## src/rtl/word_serializer_pkg.sv

```systemverilog
// Shared state encoding and word geometry for the word serializer.
// The PARITY encoding is reserved even when WORD_SERIALIZER_PARITY_EN is not defined.
package word_serializer_pkg;

   localparam int WORD_W    = 8;
   localparam int BIT_IDX_W = 3;

   typedef enum logic [2:0] {
      IDLE   = 3'd0,
      START  = 3'd1,
      DATA   = 3'd2,
      PARITY = 3'd3,
      STOP   = 3'd4
   } state_t;

endpackage

```

## src/rtl/word_serializer_bit_timer.sv

```systemverilog
// Bit-period timer: counts 0..CLKS_PER_BIT-1 and flags the last cycle of each period.
// Asserting restart forces the count back to zero so a new state starts a full period.
module bit_timer #(
   parameter int CLKS_PER_BIT = 4
) (
   input  logic clk,
   input  logic reset,
   input  logic restart,
   output logic tick
);

   localparam logic [7:0] LAST = 8'(CLKS_PER_BIT - 1);

   logic [7:0] cnt;

   always_ff @(posedge clk or negedge reset) begin
      if (!reset) begin
         cnt <= '0;
      end else if (restart || cnt == LAST) begin
         cnt <= '0;
      end else begin
         cnt <= cnt + 8'd1;
      end
   end

   assign tick = (cnt == LAST);

endmodule

```

## src/rtl/word_serializer.sv

```systemverilog
// Parallel-to-serial framer: start bit, 8 data bits in selectable order, stop bit.
// Define WORD_SERIALIZER_PARITY_EN to insert an even-parity bit between data and stop.
module word_serializer
   import word_serializer_pkg::*;
#(
   parameter int CLKS_PER_BIT = 4
) (
   input  logic              clk,
   input  logic              reset,
   input  logic [WORD_W-1:0] din,
   input  logic              din_valid,
   output logic              din_ready,
   input  logic              msb_first,
   output logic              tx,
   output logic              busy,
   output logic              done
);

   state_t                 state, state_next;
   logic [WORD_W-1:0]      data, data_next;
   logic                   msb, msb_next;
   logic [BIT_IDX_W-1:0]   idx, idx_next;
   logic                   tx_next;
   logic                   done_next;
   logic                   tick;
   logic                   restart;

   function automatic logic pick_bit(input logic [WORD_W-1:0] w,
                                     input logic m,
                                     input logic [BIT_IDX_W-1:0] i);
      return m ? w[BIT_IDX_W'(WORD_W - 1) - i] : w[i];
   endfunction

   assign din_ready = (state == IDLE);
   assign busy      = (state != IDLE);
   assign restart   = (state_next != state);

   bit_timer #(.CLKS_PER_BIT(CLKS_PER_BIT)) u_bit_timer (
      .clk     (clk),
      .reset   (reset),
      .restart (restart),
      .tick    (tick)
   );

   always_comb begin
      state_next = state;
      data_next  = data;
      msb_next   = msb;
      idx_next   = idx;
      done_next  = 1'b0;
      case (state)
         IDLE: begin
            if (din_valid) begin
               state_next = START;
               data_next  = din;
               msb_next   = msb_first;
               idx_next   = '0;
            end
         end
         START: begin
            if (tick) begin
               state_next = DATA;
               idx_next   = '0;
            end
         end
         DATA: begin
            if (tick) begin
               idx_next = idx + BIT_IDX_W'(1);
               if (idx == BIT_IDX_W'(WORD_W - 1)) begin
`ifdef WORD_SERIALIZER_PARITY_EN
                  state_next = PARITY;
`else
                  state_next = STOP;
`endif
               end
            end
         end
`ifdef WORD_SERIALIZER_PARITY_EN
         PARITY: begin
            if (tick) state_next = STOP;
         end
`endif
         STOP: begin
            if (tick) begin
               state_next = IDLE;
               done_next  = 1'b1;
            end
         end
         default: state_next = IDLE;
      endcase

      // tx is registered, so it is driven from the state being entered
      case (state_next)
         START:   tx_next = 1'b0;
         DATA:    tx_next = pick_bit(data_next, msb_next, idx_next);
`ifdef WORD_SERIALIZER_PARITY_EN
         PARITY:  tx_next = ^data_next;
`endif
         default: tx_next = 1'b1;
      endcase
   end

   always_ff @(posedge clk or negedge reset) begin
      if (!reset) begin
         state <= IDLE;
         data  <= '0;
         msb   <= 1'b0;
         idx   <= '0;
         tx    <= 1'b1;
         done  <= 1'b0;
      end else begin
         state <= state_next;
         data  <= data_next;
         msb   <= msb_next;
         idx   <= idx_next;
         tx    <= tx_next;
         done  <= done_next;
      end
   end

endmodule

```

## config.mk

```make
export PLATFORM = sky130hd
export DESIGN_NAME = word_serializer
export DESIGN_NICKNAME = d
export VERILOG_FILES = /design/src/rtl/word_serializer_pkg.sv /design/src/rtl/word_serializer_bit_timer.sv /design/src/rtl/word_serializer.sv
export SDC_FILE = /design/constraint.sdc
export NUM_CORES = 1
export LEC_CHECK = 0
export CORE_ASPECT_RATIO = 0.6
export CORE_MARGIN = 4
export CORE_UTILIZATION = 25
export CTS_BUF_LIST = sky130_fd_sc_hd__clkbuf_16
export DETAILED_ROUTE_END_ITERATION = 10
export GPL_TIMING_DRIVEN = 1
export HOLD_SLACK_MARGIN = 0.1
export PLACE_DENSITY_LB_ADDON = 0.25
export SETUP_SLACK_MARGIN = 0.15
export SYNTH_ARGS = -nofsm -noshare
export SYNTH_HDL_FRONTEND = slang
export SYNTH_HIERARCHICAL = 1
export SYNTH_SLANG_ARGS = --single-unit
```

## constraint.sdc

```tcl
create_clock -name clk -period 8.1 [get_ports clk]
set_input_delay 2.43 -clock clk [delete_from_list [all_inputs] [get_ports clk]]
set_output_delay 2.43 -clock clk [all_outputs]
set_load 0.02 [all_outputs]
```

==> impl_metrics.tcl, run 1 <==
set metrics [dict create \
    synth_nets 156 \
    synth_top_area_share_pct 41.78 \
    nNetsFinal 173 \
    clockBufferDepth 2 \
    die-area_um2 7068 \
    criticalPathCategory "in -> reg" \
    die_h_um 66.74 \
    gr-total-overflow 0 \
    critical_path.startpoint_type "primary input" \
    coreArea_um2 5570 \
    fin_crit_ns 4.647 \
    grt_max_degree 26 \
    syn_inst 139 \
    rsz0062_at_grt "false" \
    synth.area.top_cells "dfrtp_1 (42%), mux2i_1 (5.6%), ha_1 (4.4%)" \
    cp_cell_sequence "clkdlybuf4s50_1 -> or3_1 -> a21boi_2 -> or2_1 -> mux4_2 -> or3_1 -> a31oi_1" \
    fmax_mhz 215.2 \
    leakage_nw 0.7219 \
    ioPinCount 16 \
    power.density_nw_per_um2 146.3 \
    gp_congestion 0.8955 \
    io_buffers 15 \
    layout_commonest_cell "dfrtp_1" \
    cts_buffers 3 \
    postCtsSetupRepairBufs 0 \
    vdd_drop_max_uv 103.3 \
    cp-end-kind "register" \
    via_per_inst 4.664 \
    cp_data_arrival_time_ns 4.83 \
    die_x_um 105.9 \
    synth_flop_cell "dfrtp_1" \
    tightest_slew_ns 0.5027 \
    wire_per_inst_um 13.55 \
    finalCritPeriodShare_pct 57.37 \
    synth_top_area_cell "dfrtp_1" \
    cts_hold_buf 0 \
    ant_nets 0 \
    slew_violations 0 \
    first_iter_violations 32 \
    area_delta_synth_final_pct 22.54 \
    cpPeakStageDelay_ns 0.53 \
    clock_sinks 25 \
    wl_um 3184 \
    drive_gt1_share_pct 10.97 \
    clock_skew_ns 0.003792 \
    grt_pass1_vias 1052 \
    path_buf_inv 1 \
    hpwl_um 2352 \
    postSynthAreaPerCell_um2 10.34 \
    worst_ep_required_time_ns 8.29 \
    final.setup.tns_ns 0 \
    status "complete, no violations" \
    synth_seq_cells 25 \
    ys_warn_count 6 \
    grtUsageTotal_pct 9.748 \
    setup_viol 0 \
    regArea_um2 626.9 \
    clk-insertion-delay-late_ns 0.26 \
    nFillCells 601 \
    syn_area_um2 1438 \
    antenna_found_initial 0 \
    hold_violations 0 \
    synth_edf_count 0 \
    start_util_pct 25.81 \
    synth_cell_types 46 \
    crit_top_cell "or3_1" \
    drc 0 \
    ys_seq_area_share_pct 43.60 \
    diodes 0 \
    ys_async_sr_fraction_pct 100.0 \
    final_cell_mix "dfrtp_1 (24), inv_1 (15), clkdlybuf4s50_1 (15), nor2_1 (11)" \
    cts-resized-gates 0 \
    power.total_mw 0.2578 \
    cts_root_buffer "clkbuf_16" \
    path_clk_slew_ns 0.07 \
    grt_pass1_wl_um 5402 \
    htreeDepth 1 \
    hp-class "reg -> reg" \
    dr.pass1.iters 4 \
    relSlewSlack_pct 66.49 \
    maxCapViolCount 0 \
    critPathMaxFanout 6 \
    cpLargestDelayFamily "simple AND/OR/NAND/NOR gates" \
    worst_path_max_delay_cell "mux4_2" \
    placementRows 21 \
    vias 1096 \
    multi_input_area_um2 721.9 \
    cts_tree "done" \
]
worst paths after layout:
kind | slack (ns) | end | cells after the start | from
setup / recovery | 3.45 | tx | 7 | din_valid
hold / removal | 0.51 | data[3] | 1 | data[3]
setup reg to reg | 4.22 | tx | 12 | u_bit_timer/cnt[0]
hold reg to reg | 0.51 | data[3] | 1 | data[3]
max in group asynchronous | 5.26 | tx | 2 | reset
min in group asynchronous | 2.53 | u_bit_timer/cnt[7] | 2 | reset
metrics by stage:
stage | util, % | std cells | hold WS, ns | cell area (µm²) | setup slack (ns)
after floorplan | - | 139 | 0.4542 | 1438 | 3.841
after global placement | 30.12 | 231 | 0.4957 | 1678 | 3.268
after detailed placement | 30.12 | 231 | 0.4974 | 1678 | 3.183
after CTS | 31.63 | 235 | 0.5143 | 1762 | 3.446
after global routing | 31.63 | 235 | 0.5505 | 1762 | 3.291
final | 31.63 | 235 | 0.5140 | 1762 | 3.453
area by class of cell:
| class | instances | area share, % |
|---|---|---|
| multi-input cells | 93 | 40.98 |
| repair buffers | 18 | 9.801 |
| well taps | 80 | 5.682 |
| clock inverters | 1 | 0.4972 |
| flip-flops and latches | 25 | 35.58 |
| clock buffers | 3 | 4.261 |
| inverters | 15 | 3.196 |
state kept, by name (all words and copies together) (netlist names):
signal           count
data                 8
u_bit_timer/cnt      8
idx                  3
state                3
done                 1
msb                  1
tx                   1
synthesized netlist by cell type (2+ instances only):
| cell type | number |
|---|---|
| buf_4 | 2 |
| or3_1 | 6 |
| a2bb2oi_1 | 2 |
| a32oi_1 | 2 |
| a21oi_1 | 7 |
| xor2_1 | 2 |
| mux2i_1 | 8 |
| nand3_1 | 4 |
| ha_1 | 5 |
| mux4_2 | 2 |
| nor2_1 | 11 |
| nand2_1 | 8 |
| inv_1 | 15 |
| o2111ai_1 | 2 |
| nor3_1 | 2 |
| nor4bb_1 | 2 |
| clkbuf_1 | 2 |
| o21ai_0 | 6 |
| dfrtp_1 | 24 |
kinds of logic (layout without fill, tap and decap cells):
| logic type | Yosys count | after routing | share of synthesized area [%] |
|---|---|---|---|
| and+or+nand+nor | 45 | 45 | 18.19 |
| AOI/OAI and AO/OA | 28 | 28 | 15.32 |
| buffers and inverters | 21 | 37 | 6.178 |
| xor gates and xnor gates | 3 | 3 | 1.828 |
| adders and majority gates | 5 | 5 | 4.352 |
| DFF | 25 | 25 | 43.60 |
| muxes | 12 | 12 | 10.53 |
layer usage:
layer / global-route usage, % / up-vias / routed length (µm)
met3: 2.711 / 2 / 163
met1: 14.90 / 525 / 1765
met4: 1.939 / 0 / 27
li1: - / 537 / -
met2: 13.41 / 32 / 1227
met5: 0 / - / 0
report_power, final:
part / internal, mW / switching (mW) / leakage, nW
clock: 0.0682 / 0.0468 / 0.0415
combinational: 0.00786 / 0.00727 / 0.380
sequential: 0.127 / 0.000603 / 0.301
No activity file was read; power rests on OpenSTA's default activity.
==> inputs of run 2 (changes only) <==
clock period = 3.82 ns   (was 8.1 ns; I/O delays follow)
==> impl_metrics.tcl, run 2 (same netlist as run 1, synthesis figures left out) <==
set metrics [dict create \
    status "complete, no violations" \
    cp-end-kind "register" \
    leakage_nw 0.7561 \
    clk-insertion-delay-late_ns 0.26 \
    cp_data_arrival_time_ns 3.59 \
    regArea_um2 626.9 \
    tightest_slew_ns 0.4950 \
    final_cell_count_no_fill 242 \
    nNetsFinal 180 \
    internal-power_mw 0.4284 \
    via_per_inst 4.450 \
    finalCritPeriodShare_pct 89.30 \
    ant_nets 0 \
    fmax_mhz 293.2 \
    area_delta_synth_final_pct 26.54 \
    wl_met1_um 1793 \
    final_cell_mix "dfrtp_1 (24), inv_1 (15), clkdlybuf4s50_1 (15), nor2_1 (11), buf_4 (10)" \
    wire_per_inst_um 12.84 \
    routed-wl-met3_um 131 \
    path_clk_slew_ns 0.06 \
    vdd_drop_max_uv 142.5 \
    die-area_um2 7068 \
    final.setup.tns_ns 0 \
    grt_pass1_vias 1061 \
    placementRows 21 \
    clock_sinks 25 \
    postCtsSetupRepairBufs 0 \
    cts_tree "done" \
    vias 1077 \
    nFillCells 593 \
    clkPwrFrac_pct 43.2 \
    dr.pass1.iters 4 \
    gr-total-overflow 0 \
    grtUsageTotal_pct 9.556 \
    cts_hold_buf 0 \
    cts_buffers 3 \
    layout_commonest_cell "dfrtp_1" \
    multi_input_area_um2 730.7 \
    wl_um 3108 \
    switchingPower_mw 0.1070 \
    grt_pass1_wl_um 5326 \
    worst_ep_required_time_ns 4.00 \
    dp.cells 238 \
    start_util_pct 25.81 \
    relSlewSlack_pct 67.00 \
    drc 0 \
    top_layer_used "met4" \
    fin_crit_ns 3.411 \
    critPathMaxFanout 6 \
    switching_share_pct 19.99 \
    cts_root_buffer "clkbuf_16" \
    p_seq_share_pct 50.5 \
    dr_wl_met2_um 1173 \
    critical_path.startpoint_type "register" \
    hp-class "reg -> reg" \
    io_buffers 15 \
    die_h_um 66.74 \
    grt_max_degree 26 \
    rsz0062_at_grt "false" \
    first_iter_violations 25 \
    criticalPathCategory "reg -> reg" \
    top_regs "data x8, u_bit_timer/cnt x8" \
    gp_congestion 0.8086 \
    coreArea_um2 5570 \
    diodes 0 \
    htreeDepth 1 \
    clockBufferDepth 2 \
    antenna_found_initial 0 \
    slew_violations 0 \
    ioPinCount 16 \
    maxCapViolCount 0 \
    hpwl_um 2384 \
    clock_skew_ns 0.001322 \
    hold_violations 0 \
    cts-resized-gates 1 \
    power.density_nw_per_um2 294.3 \
    combPwrFrac_pct 6.3 \
    die_x_um 105.9 \
    setup_viol 0 \
    drive_gt1_share_pct 16.05 \
]
run 2: changes by cell type in the layout (fill, tap and decap cells not counted), sizes merged:
cell	change
buf	+7
clkinv	+1
inv	-1
run 2: path summary, 6_finish.rpt:
kind	start	slack, ns	cells after the start	to
max	u_bit_timer/cnt[0]	0.41	11	tx
min	data[2]	0.50	2	data[2]
max reg2reg	u_bit_timer/cnt[0]	0.41	11	tx
min reg2reg	data[2]	0.50	2	data[2]
max in group asynchronous	reset	2.26	2	tx
min in group asynchronous	reset	1.26	2	u_bit_timer/cnt[1]
run 2: metrics by stage:
| stage | total power, mW | hold slack [ns] | worst slack, ns | util (%) | area [µm²] |
|---|---|---|---|---|---|
| after floorplan | 0.2863 | 0.4542 | 0.2374 | - | 1438 |
| after global placement | 0.3097 | 0.4924 | 0.3216 | 31.06 | 1730 |
| after detailed placement | 0.3100 | 0.4997 | 0.1688 | 31.06 | 1730 |
| after CTS | 0.5477 | 0.5116 | 0.2717 | 32.55 | 1813 |
| after global routing | 0.5658 | 0.5189 | 0.1778 | 32.66 | 1819 |
| final | 0.5354 | 0.5034 | 0.4089 | 32.66 | 1819 |
run 2: area by class of cell:
cell class	instances	area share, %
repair buffers	25	12.38
clock buffers	3	4.127
multi-input cells	93	40.17
well taps	80	5.502
inverters	15	3.095
clock inverters	1	0.2751
flip-flops and latches	25	34.46
run 2: worst max-delay path, stage by stage, from the launching register on:
cell and delay, ns:
dfrtp_1 0.35, ha_1 0.17, or4b_4 0.50, nor4_2 0.19
inv_1 0.12, ha_1 0.28, or3b_1 0.38, a21oi_2 0.17
or2_4 0.19, mux4_2 0.51, or3_1 0.31, a31oi_1 0.17
run 2: per-layer routing:
layer	track usage, %	vias to the layer above
li1	-	552
met1	14.72	501
met2	13.10	22
met3	2.517	2
met4	1.939	0
met5	0	-
run 2: power by group through the flow:
stage	logic, mW	registers [mW]	clock network (mW)
floorplan	0.0109	0.275	0
global placement	0.0342	0.276	0
detailed placement	0.0345	0.276	0
CTS	0.0346	0.270	0.243
global route	0.0381	0.271	0.257
finish	0.0336	0.271	0.231
==> inputs of run 3 (changes only) <==
CORE_MARGIN = 2   (was 4)
==> impl_metrics.tcl, run 3 (same netlist as run 1, synthesis figures left out) <==
set metrics [dict create \
    fmax_mhz 294.5 \
    final_cell_count_no_fill 241 \
    relSlewSlack_pct 67.63 \
    gp_congestion 0.8125 \
    dr.pass1.iters 4 \
    grtUsageTotal_pct 10.77 \
    critPathMaxFanout 6 \
    grt_pass1_vias 1065 \
    setup_viol 0 \
    rr_worst_depth 11 \
    antenna_found_initial 0 \
    io_buffers 15 \
    drc 0 \
    vdd_drop_max_uv 154.0 \
    area_delta_synth_final_pct 26.54 \
    cts_tree "done" \
    clk-insertion-delay-late_ns 0.26 \
    clockBufferDepth 2 \
    cts_root_buffer "clkbuf_16" \
    cp_data_arrival_time_ns 3.58 \
    maxCapViolCount 0 \
    finalCritPeriodShare_pct 88.88 \
    worst_ep_required_time_ns 4.00 \
    clock_sinks 25 \
    cts_buffers 3 \
    layout_commonest_cell "dfrtp_1" \
    via_per_inst 4.531 \
    status "complete, no violations" \
    ant_nets 0 \
    final_cell_mix "dfrtp_1 (24), inv_1 (16), clkdlybuf4s50_1 (15), nor2_1 (11), buf_4 (9)" \
    fin_crit_ns 3.395 \
    nNetsFinal 179 \
    path_clk_slew_ns 0.07 \
    start_util_pct 25.81 \
    placed_area_um2 1715 \
    clock_skew_ns 0.004520 \
    grt_pass1_wl_um 5416 \
    hp-class "reg -> reg" \
    die-area_um2 6393 \
    die_h_um 62.74 \
    slew_violations 0 \
    whs_path_depth 2 \
    power.total_mw 0.5354 \
    tightest_slew_ns 0.4855 \
    criticalPathCategory "reg -> reg" \
    wire_per_inst_um 12.71 \
    grt_max_degree 26 \
    die_x_um 101.9 \
    dp.cells 236 \
    wl_um 3062 \
    cp-end-kind "register" \
    final.setup.tns_ns 0 \
    top_regs "data x8, u_bit_timer/cnt x8" \
    critical_path.startpoint_type "register" \
    vias 1092 \
    first_iter_violations 35 \
    placementRows 21 \
    fin_area_um2 1819 \
    hpwl_um 2325 \
    drive_gt1_share_pct 14.91 \
    coreArea_um2 5570 \
    power.density_nw_per_um2 294.3 \
    gr-total-overflow 0 \
    htreeDepth 1 \
    hold_violations 0 \
    ioPinCount 16 \
    leakage_nw 0.7521 \
    rsz0062_at_grt "false" \
    diodes 0 \
]
==> run 3: changes by cell type in the layout (fill, tap and decap cells not counted), sizes merged <==
cell and delta:
clkinv -1, buf -1, inv +1
==> run 3: layer usage <==
metal	share of wire [%]	global-route usage (%)	up-vias
met2	38	13.98	16
met1	57	17.11	522
met4	0.62	2.500	0
met3	3.7	3.132	2
li1	-	-	552
met5	0	0	-
==> run 3: worst paths after layout <==
| path | startpoint | endpoint | slack, ns |
|---|---|---|---|
| setup / recovery | u_bit_timer/cnt[1] | tx | 0.42 |
| hold / removal | data[2] | data[2] | 0.51 |
| setup reg to reg | u_bit_timer/cnt[1] | tx | 0.42 |
| hold reg to reg | data[2] | data[2] | 0.51 |
| max in group asynchronous | reset | tx | 2.28 |
| min in group asynchronous | reset | u_bit_timer/cnt[5] | 1.25 |
==> run 3: cell type report <==
type	instances	area, µm²
Fill cell	590	3751
Multi-Input combinational cell	93	739.5
Sequential cell	25	626.9
Timing Repair Buffer	24	217.7
Tap cell	80	100.1
Clock buffer	3	75.07
Inverter	15	56.30
Clock inverter	1	3.754
==> run 3: repair_timing <==
| item | CTS | global route |
|---|---|---|
| pin swaps | 0 | 0 |
| resized for setup | 1 | 2 |
| buffers inserted | 0 | 1 |
| setup endpoints to repair | 1 | 1 |
| hold buffers | 0 | 0 |
==> run 3: power breakdown <==
part | internal, mW | switching, mW | total (mW)
sequential | 0.269 | 0.00116 | 0.271
combinational | 0.0179 | 0.0157 | 0.0336
clock | 0.140 | 0.0913 | 0.231
total | 0.427 | 0.108 | 0.535
==> run 3: worst max-delay path, stage by stage, from the launching register on <==
cell and delay, ns:
dfrtp_1 0.36, ha_1 0.17, or4b_4 0.51, nor4_4 0.17, inv_1 0.13, ha_1 0.28, or3b_1 0.36, a21oi_2 0.16
or2_4 0.18, mux4_2 0.50, or3_1 0.31, a31oi_1 0.18
==> run 3: through the flow <==
| step | setup WS (ns) | hold WS [ns] | utilization [%] |
|---|---|---|---|
| 2_1_floorplan | 0.2374 | 0.4542 | - |
| 3_3_place_gp | 0.2646 | 0.4954 | 30.80 |
| 3_5_place_dp | 0.1071 | 0.5026 | 30.80 |
| 4_1_cts | 0.2044 | 0.5192 | 32.32 |
| 5_1_grt | 0.1886 | 0.5565 | 32.66 |
| 6_report | 0.4247 | 0.5063 | 32.66 |
